File: config.mk
export PLATFORM = sky130hd
export DESIGN_NAME = uart_tx_fifo_rd_flat
export DESIGN_NICKNAME = d
export VERILOG_FILES = /design/src/rtl/uart_tx_fifo_rd_if.sv /design/src/rtl/uart_tx_fifo_rd.sv /design/src/flat_wrapper.sv
export SDC_FILE = /design/constraint.sdc
export NUM_CORES = 1
export LEC_CHECK = 0
export BUFFER_PORTS_ARGS = -buffer_cell sky130_fd_sc_hd__clkbuf_2
export CAP_MARGIN = 20
export CORE_UTILIZATION = 55
export CTS_BUF_LIST = sky130_fd_sc_hd__clkbuf_16
export DETAILED_ROUTE_END_ITERATION = 8
export PLACE_DENSITY_LB_ADDON = 0.05
export RECOVER_POWER = 100
export SLEW_MARGIN = 20
export SYNTH_ARGS = -nofsm -noshare
export SYNTH_HDL_FRONTEND = slang
export SYNTH_SLANG_ARGS = --single-unit
File: constraint.sdc
create_clock -name clk -period 2.2 [get_ports clk]
set_clock_uncertainty 0.05 [all_clocks]
set_input_delay 0.11 -clock clk [delete_from_list [all_inputs] [get_ports clk]]
set_output_delay 0.11 -clock clk [all_outputs]
set_load 0.01 [all_outputs]
File: src/rtl/uart_tx_fifo_rd_if.sv
// -----------------------------------------------------------------------------
// uart_tx_fifo_rd_if
// Read-side handshake between a synchronous byte FIFO and its single consumer.
//
// Signals:
//   fifo_ren    read strobe, driven by the consumer (one cycle per byte)
//   fifo_empty  FIFO empty flag, driven by the FIFO
//   fifo_rdata  registered read data, valid the cycle after ren is sampled
//
// Modports:
//   master  consumer side (UART transmitter)
//   slave   FIFO side
// -----------------------------------------------------------------------------
interface uart_tx_fifo_rd_if #(
  parameter int DSIZE = 8
);
  logic             fifo_ren;
  logic             fifo_empty;
  logic [DSIZE-1:0] fifo_rdata;

  modport master (
    output fifo_ren,
    input  fifo_empty,
    input  fifo_rdata
  );

  modport slave (
    input  fifo_ren,
    output fifo_empty,
    output fifo_rdata
  );
endinterface

File: src/rtl/uart_tx_fifo_rd.sv
// -----------------------------------------------------------------------------
// uart_tx_fifo_rd
// UART transmitter that drains a byte FIFO from its read side and serialises
// each byte as an 8N1 frame (LSB first). It is the only consumer of the FIFO.
//
// Optional feature: define UART_TX_PARITY_EN to insert an even-parity bit
// between the last data bit and the stop bit(s).
//
// Ports:
//   clk      system clock, rising edge
//   resetn   asynchronous active-low reset
//   tx_en    level enable; a new frame only starts while high
//   fifo     FIFO read port (master modport: fifo_ren out, fifo_empty /
//            fifo_rdata in)
//   tx       serial line, registered, idles high
//   busy     high whenever the FSM is not idle
//   tx_done  one-cycle pulse after the final stop-bit cycle of a frame
//
// State table:
//   state  | meaning
//   IDLE   | line idle (mark), waiting for tx_en && !fifo_empty
//   REQ    | fifo_ren high for exactly this cycle
//   WAIT   | FIFO data valid; capture into shift register, drive start bit
//   START  | start bit (space) for CLKS_PER_BIT cycles
//   DATA   | DSIZE data bits, LSB first, CLKS_PER_BIT cycles each
//   PARITY | even parity bit (only with UART_TX_PARITY_EN)
//   STOP   | STOP_BITS stop bits (mark); last edge pulses tx_done
// -----------------------------------------------------------------------------
module uart_tx_fifo_rd #(
  parameter int DSIZE        = 8,
  parameter int CLKS_PER_BIT = 16,
  parameter int STOP_BITS    = 1
) (
  input  logic                     clk,
  input  logic                     resetn,
  input  logic                     tx_en,
  uart_tx_fifo_rd_if.master        fifo,
  output logic                     tx,
  output logic                     busy,
  output logic                     tx_done
);

  localparam int CW = $clog2(CLKS_PER_BIT);
  localparam int BW = (DSIZE > 2) ? $clog2(DSIZE) : 1;

  localparam logic [CW-1:0] BAUD_LAST = CW'(CLKS_PER_BIT - 1);
  localparam logic [BW-1:0] BIT_LAST  = BW'(DSIZE - 1);
  localparam logic [BW-1:0] STOP_LAST = BW'(STOP_BITS - 1);

  localparam logic [2:0] S_IDLE   = 3'd0;
  localparam logic [2:0] S_REQ    = 3'd1;
  localparam logic [2:0] S_WAIT   = 3'd2;
  localparam logic [2:0] S_START  = 3'd3;
  localparam logic [2:0] S_DATA   = 3'd4;
  localparam logic [2:0] S_STOP   = 3'd5;
`ifdef UART_TX_PARITY_EN
  localparam logic [2:0] S_PARITY = 3'd6;
`endif

  logic [2:0]       r_state;
  logic [CW-1:0]    r_baud;
  logic [BW-1:0]    r_bit;
  logic [DSIZE-1:0] r_shift;
  logic             r_tx;
  logic             r_ren;
  logic             r_busy;
  logic             r_done;
`ifdef UART_TX_PARITY_EN
  logic             r_par;
`endif

  logic             w_baud_last;
  logic             w_pop;
  logic [DSIZE-1:0] w_shift_nxt;

  assign w_baud_last = (r_baud == BAUD_LAST);
  // fifo_empty is only looked at where w_pop is used: IDLE and final STOP edge
  assign w_pop       = tx_en && !fifo.fifo_empty;
  assign w_shift_nxt = r_shift >> 1;

  always_ff @(posedge clk or negedge resetn) begin
    if (!resetn) begin
      r_state <= S_IDLE;
      r_baud  <= '0;
      r_bit   <= '0;
      r_shift <= '0;
      r_tx    <= 1'b1;
      r_ren   <= 1'b0;
      r_busy  <= 1'b0;
      r_done  <= 1'b0;
`ifdef UART_TX_PARITY_EN
      r_par   <= 1'b0;
`endif
    end else begin
      r_ren  <= 1'b0;
      r_done <= 1'b0;
      case (r_state)
        S_IDLE: begin
          r_tx   <= 1'b1;
          r_baud <= '0;
          r_bit  <= '0;
          if (w_pop) begin
            r_state <= S_REQ;
            r_ren   <= 1'b1;
            r_busy  <= 1'b1;
          end
        end
        S_REQ: begin
          r_state <= S_WAIT;
        end
        S_WAIT: begin
          // FIFO read data is valid now, one cycle after it sampled ren
          r_shift <= fifo.fifo_rdata;
`ifdef UART_TX_PARITY_EN
          r_par   <= ^fifo.fifo_rdata;
`endif
          r_tx    <= 1'b0;
          r_baud  <= '0;
          r_bit   <= '0;
          r_state <= S_START;
        end
        S_START: begin
          if (w_baud_last) begin
            r_baud  <= '0;
            r_tx    <= r_shift[0];
            r_state <= S_DATA;
          end else begin
            r_baud <= r_baud + 1'b1;
          end
        end
        S_DATA: begin
          if (w_baud_last) begin
            r_baud  <= '0;
            r_shift <= w_shift_nxt;
            if (r_bit == BIT_LAST) begin
              r_bit   <= '0;
`ifdef UART_TX_PARITY_EN
              r_tx    <= r_par;
              r_state <= S_PARITY;
`else
              r_tx    <= 1'b1;
              r_state <= S_STOP;
`endif
            end else begin
              r_bit <= r_bit + 1'b1;
              r_tx  <= w_shift_nxt[0];
            end
          end else begin
            r_baud <= r_baud + 1'b1;
          end
        end
`ifdef UART_TX_PARITY_EN
        S_PARITY: begin
          if (w_baud_last) begin
            r_baud  <= '0;
            r_bit   <= '0;
            r_tx    <= 1'b1;
            r_state <= S_STOP;
          end else begin
            r_baud <= r_baud + 1'b1;
          end
        end
`endif
        S_STOP: begin
          r_tx <= 1'b1;
          if (w_baud_last) begin
            r_baud <= '0;
            // r_bit counts stop bits here
            if (r_bit == STOP_LAST) begin
              r_bit  <= '0;
              r_done <= 1'b1;
              if (w_pop) begin
                r_state <= S_REQ;
                r_ren   <= 1'b1;
              end else begin
                r_state <= S_IDLE;
                r_busy  <= 1'b0;
              end
            end else begin
              r_bit <= r_bit + 1'b1;
            end
          end else begin
            r_baud <= r_baud + 1'b1;
          end
        end
        default: begin
          r_state <= S_IDLE;
          r_tx    <= 1'b1;
          r_busy  <= 1'b0;
        end
      endcase
    end
  end

  assign fifo.fifo_ren = r_ren;
  assign tx            = r_tx;
  assign busy          = r_busy;
  assign tx_done       = r_done;

endmodule

File: src/flat_wrapper.sv
// flat-port wrapper written by rule: the top's interface ports become plain ports
module uart_tx_fifo_rd_flat 
#(
  parameter int DSIZE        = 8,
  parameter int CLKS_PER_BIT = 16,
  parameter int STOP_BITS    = 1
)
  (clk, resetn, tx_en, tx, busy, tx_done, fifo_fifo_ren, fifo_fifo_empty, fifo_fifo_rdata);
  uart_tx_fifo_rd_if #(.DSIZE(DSIZE)) fifo_i ();
  input  logic clk;
  input  logic resetn;
  input  logic tx_en;
  output logic tx;
  output logic busy;
  output logic tx_done;
  output wire logic [$bits(fifo_i.fifo_ren)-1:0] fifo_fifo_ren;
  input wire logic [$bits(fifo_i.fifo_empty)-1:0] fifo_fifo_empty;
  input wire logic [$bits(fifo_i.fifo_rdata)-1:0] fifo_fifo_rdata;
  assign fifo_fifo_ren = fifo_i.fifo_ren;
  assign fifo_i.fifo_empty = fifo_fifo_empty;
  assign fifo_i.fifo_rdata = fifo_fifo_rdata;
  uart_tx_fifo_rd #(.DSIZE(DSIZE), .CLKS_PER_BIT(CLKS_PER_BIT), .STOP_BITS(STOP_BITS)) u_core (.clk(clk), .resetn(resetn), .tx_en(tx_en), .fifo(fifo_i), .tx(tx), .busy(busy), .tx_done(tx_done));
endmodule
==> run summary <==
* **top area cells in the synthesized netlist** sky130_fd_sc_hd__dfrtp_1 40%, sky130_fd_sc_hd__mux2i_1 8.5%, sky130_fd_sc_hd__ha_1 3.8%, sky130_fd_sc_hd__a21oi_1 3.5%, sky130_fd_sc_hd__o22ai_1 3.4%
* **Tcrit/Tclk final** 86.2%
* **DRC Markers** 0
* **number of setup buffers added after CTS** 0
* **DP Wirelength** 1.76 mm
* **vias** 1028
* **via count of the first global-routing pass** 1028
* **mux contribution to synthesized area** 10.5%
* **Design Area, Final** 1450 um^2
* **placed instance area** 1390 um^2
* **fraction of final layout cells sized beyond drive strength 1** 15.2%
* **CTS tree** built
* **antenna fix cells** 0
* **maximum number of pins on one net before global-route repair** 23
* **total number of placement rows** 17
* **Sink Count** 22
* **share of the synthesized area in compound gates (AO/OA/AOI/OAI)** 21.1%
* **DRT iter0 DRCs** 33
* **number of antenna violations at the first check in global routing** 0
* **clock-pin transition on the worst setup and hold timing paths** 0.06 ns
* **combinational family with the most area after synthesis** compound AO/OA/AOI/OAI gates
* **Setup crit end kind** register
* **Max Slew Vio Count** 0
* **fill count** 192
* **Worst IR Drop VDD** 0.000432 V
* **most used flip-flop cell after synthesis** sky130_fd_sc_hd__dfrtp_1
* **number of buffers created by CTS** 3
* **Tmin final** 1.90 ns
* **crit start category** register
* **post-synthesis cell type with the largest combined area** sky130_fd_sc_hd__dfrtp_1
* **xor and xnor fraction of the mapped netlist area** 0%
* **Core Util, Final** 65.7%
* **weighted congestion reported at the end of routability-driven placement** 0.894
* **# H-tree levels** 1
* **maximum root-to-sink buffer count** 2
* **async set-or-reset flop fraction in the synthesized netlist** 100%
* **initial core utilization** 58.8%
* **worst slew margin relative to its limit** 19.0%
* **total detailed-routing wirelength** 2.50 mm
* **overall die height** 50.6 um
* **Total Nets Final** 168
* **most frequent standard cell in the layout excluding fill and tap cells** sky130_fd_sc_hd__dfrtp_1
* **worst-path fanout max** 9
* **count of endpoints failing hold in the final timing report** 0
* **EDFF count, synth** 0
* **total negative slack** 0 ns
* **# port buffers** 15
* **data required time at the worst endpoint** 2.33 ns
* **Yosys warning total** 0
* **result of the run** finished clean
* **clock root cell** sky130_fd_sc_hd__clkbuf_16
* **sequential cell area fraction in the yosys report** 42.4%
* **detail-routed net length per standard cell** 14.0 um
* **post-route ant nets** 0
* **area share of and/or/nand/nor cells after synthesis** 16.7%
* **overall die area** 2560 um^2
* **synth-to-layout area growth** 11.7%
* **floorplan core area** 2210 um^2
* **static leakage** 0.000684 uW
* **pin slew with the least headroom to its limit** 1.21 ns
* **GR Overflow Total** 0
* **distinct cell type count of the synthesized netlist** 37
* **classification of the worst-slack hold path** primary input to register
* **CP arrival** 2.03 ns
* **hold slack final** 0.0762 ns
* **Die Span X** 50.6 um
* **type of the worst setup path** register to register
* **global-route usage over all layers** 23.5%
* **first-pass GRT wire length** 4.40 mm
* **#FFs+latches synth** 22
* **total setup violations reported at the end of the flow** 0
* **Gates resized, CTS repair** 0
* **via/cell ratio** 5.74
* **synthesized netlist net count** 150
* **adder and majority gate portion of the synthesized area** 3.85%
* **post-synthesis instance area** 1300 um^2
* **worst-skew pair later-pin latency** 0.25 ns
* **Post-Syn Instances** 134
* **most frequent cells in the layout** 21 x sky130_fd_sc_hd__dfrtp_1, 11 x sky130_fd_sc_hd__mux2i_1
* **length of the first detailed-routing pass in iterations** 4
* **RSZ-0062 raised after global routing** false
* **IO Pins** 16
* **synthesized area per cell** 9.70 um^2
* **power density normalized to cell area** 568 nW/um^2
* **# Max-Cap Violations** 0
* **area share of the largest cell type after synthesis** 40.4%
* **top achievable clock speed** 527 MHz
==> cell families after synthesis <==
kind of cell             count (synthesis)
AND/OR/NAND/NOR                         43
AO/OA/AOI/OAI                           41
flip-flops                              22
multiplexers                            13
buffers and inverters                   11
adder cells (fa/ha/maj)                  4
==> routing by layer <==
layer / global-route usage [%] / routed length, um
met1: 29.9 / 1190
met2: 38.0 / 1150
met3: 4.24 / 110
met4: 12.0 / 55
met5: 0 / 0
==> sequential cells by signal (all words and copies together), names as in the netlist <==
signal	count
u_core.r_shift	8
u_core.tx	1
u_core.r_state	3
u_core.tx_done	1
u_core.r_baud	4
u_core.fifo.fifo_ren	1
u_core.r_bit	3
u_core.busy	1
==> path summary, 6_finish.rpt <==
kind	endpoint	from	slack, ns	cells past startpoint
max	u_core.tx	u_core.r_baud[0]	0.30	5
min	u_core.r_shift[2]	fifo_fifo_rdata[2]	0.08	3
max reg2reg	u_core.tx	u_core.r_baud[0]	0.30	5
min reg2reg	u_core.r_shift[4]	u_core.r_shift[4]	0.43	2
max in group asynchronous	u_core.r_shift[1]	resetn	0.77	2
min in group asynchronous	u_core.fifo.fifo_ren	resetn	0.61	2
==> power breakdown <==
| part | internal, uW | leakage [uW] | total (uW) | switching, uW |
|---|---|---|---|---|
| Clock | 242 | 0.0000423 | 379 | 137 |
| Combinational | 14.3 | 0.000380 | 30.6 | 16.3 |
| Sequential | 412 | 0.000262 | 416 | 3.89 |
==> area by class of cell <==
type                    instances  area, um^2  share of cell area (%)
well taps                      28        35.0                    2.41
inverters                       4        15.0                    1.03
repair buffers                 20         109                    7.49
flip-flops and latches         22         552                    38.0
multi-input cells             101         663                    45.7
clock buffers                   3        75.1                    5.17
clock inverters                 1        3.75                   0.258
==> through the flow <==
step | cells | total power [uW] | setup WS [ns]
after floorplan | 134 | 433 | 0.559
after global placement | 174 | 452 | 0.432
after detailed placement | 174 | 454 | 0.370
after CTS | 179 | 837 | 0.363
after global routing | 179 | 858 | 0.171
final | 179 | 825 | 0.303
==> cell usage after synthesis, types with 2 or more instances <==
cell type and n:
sky130_fd_sc_hd__a31oi_1 4, sky130_fd_sc_hd__a21oi_1 9, sky130_fd_sc_hd__o21ai_0 3, sky130_fd_sc_hd__o21ai_2 3
sky130_fd_sc_hd__nand3_1 3, sky130_fd_sc_hd__ha_1 4, sky130_fd_sc_hd__o22ai_1 7, sky130_fd_sc_hd__nand2_1 10
sky130_fd_sc_hd__inv_1 3, sky130_fd_sc_hd__o21ai_1 6, sky130_fd_sc_hd__nor2b_1 3, sky130_fd_sc_hd__o21a_1 2
sky130_fd_sc_hd__buf_6 3, sky130_fd_sc_hd__a211oi_1 2, sky130_fd_sc_hd__mux2i_1 11, sky130_fd_sc_hd__nor2_1 10
sky130_fd_sc_hd__dfrtp_1 21, sky130_fd_sc_hd__nand2b_1 5, sky130_fd_sc_hd__nor3_1 6, sky130_fd_sc_hd__buf_2 2
==> worst max-delay path, stage by stage, from the launching register on <==
cell                      delay, ns
sky130_fd_sc_hd__dfrtp_1       0.44
sky130_fd_sc_hd__ha_1          0.30
sky130_fd_sc_hd__and3_1        0.41
sky130_fd_sc_hd__a21oi_1       0.12
sky130_fd_sc_hd__a21oi_1       0.17
sky130_fd_sc_hd__mux2_4        0.31
==> what timing repair did <==
action	CTS	global route
endpoints found under the setup margin	0	0
endpoints found under the hold margin	21	0
hold buffers	1	0
Power figures use the tool's default switching activity.
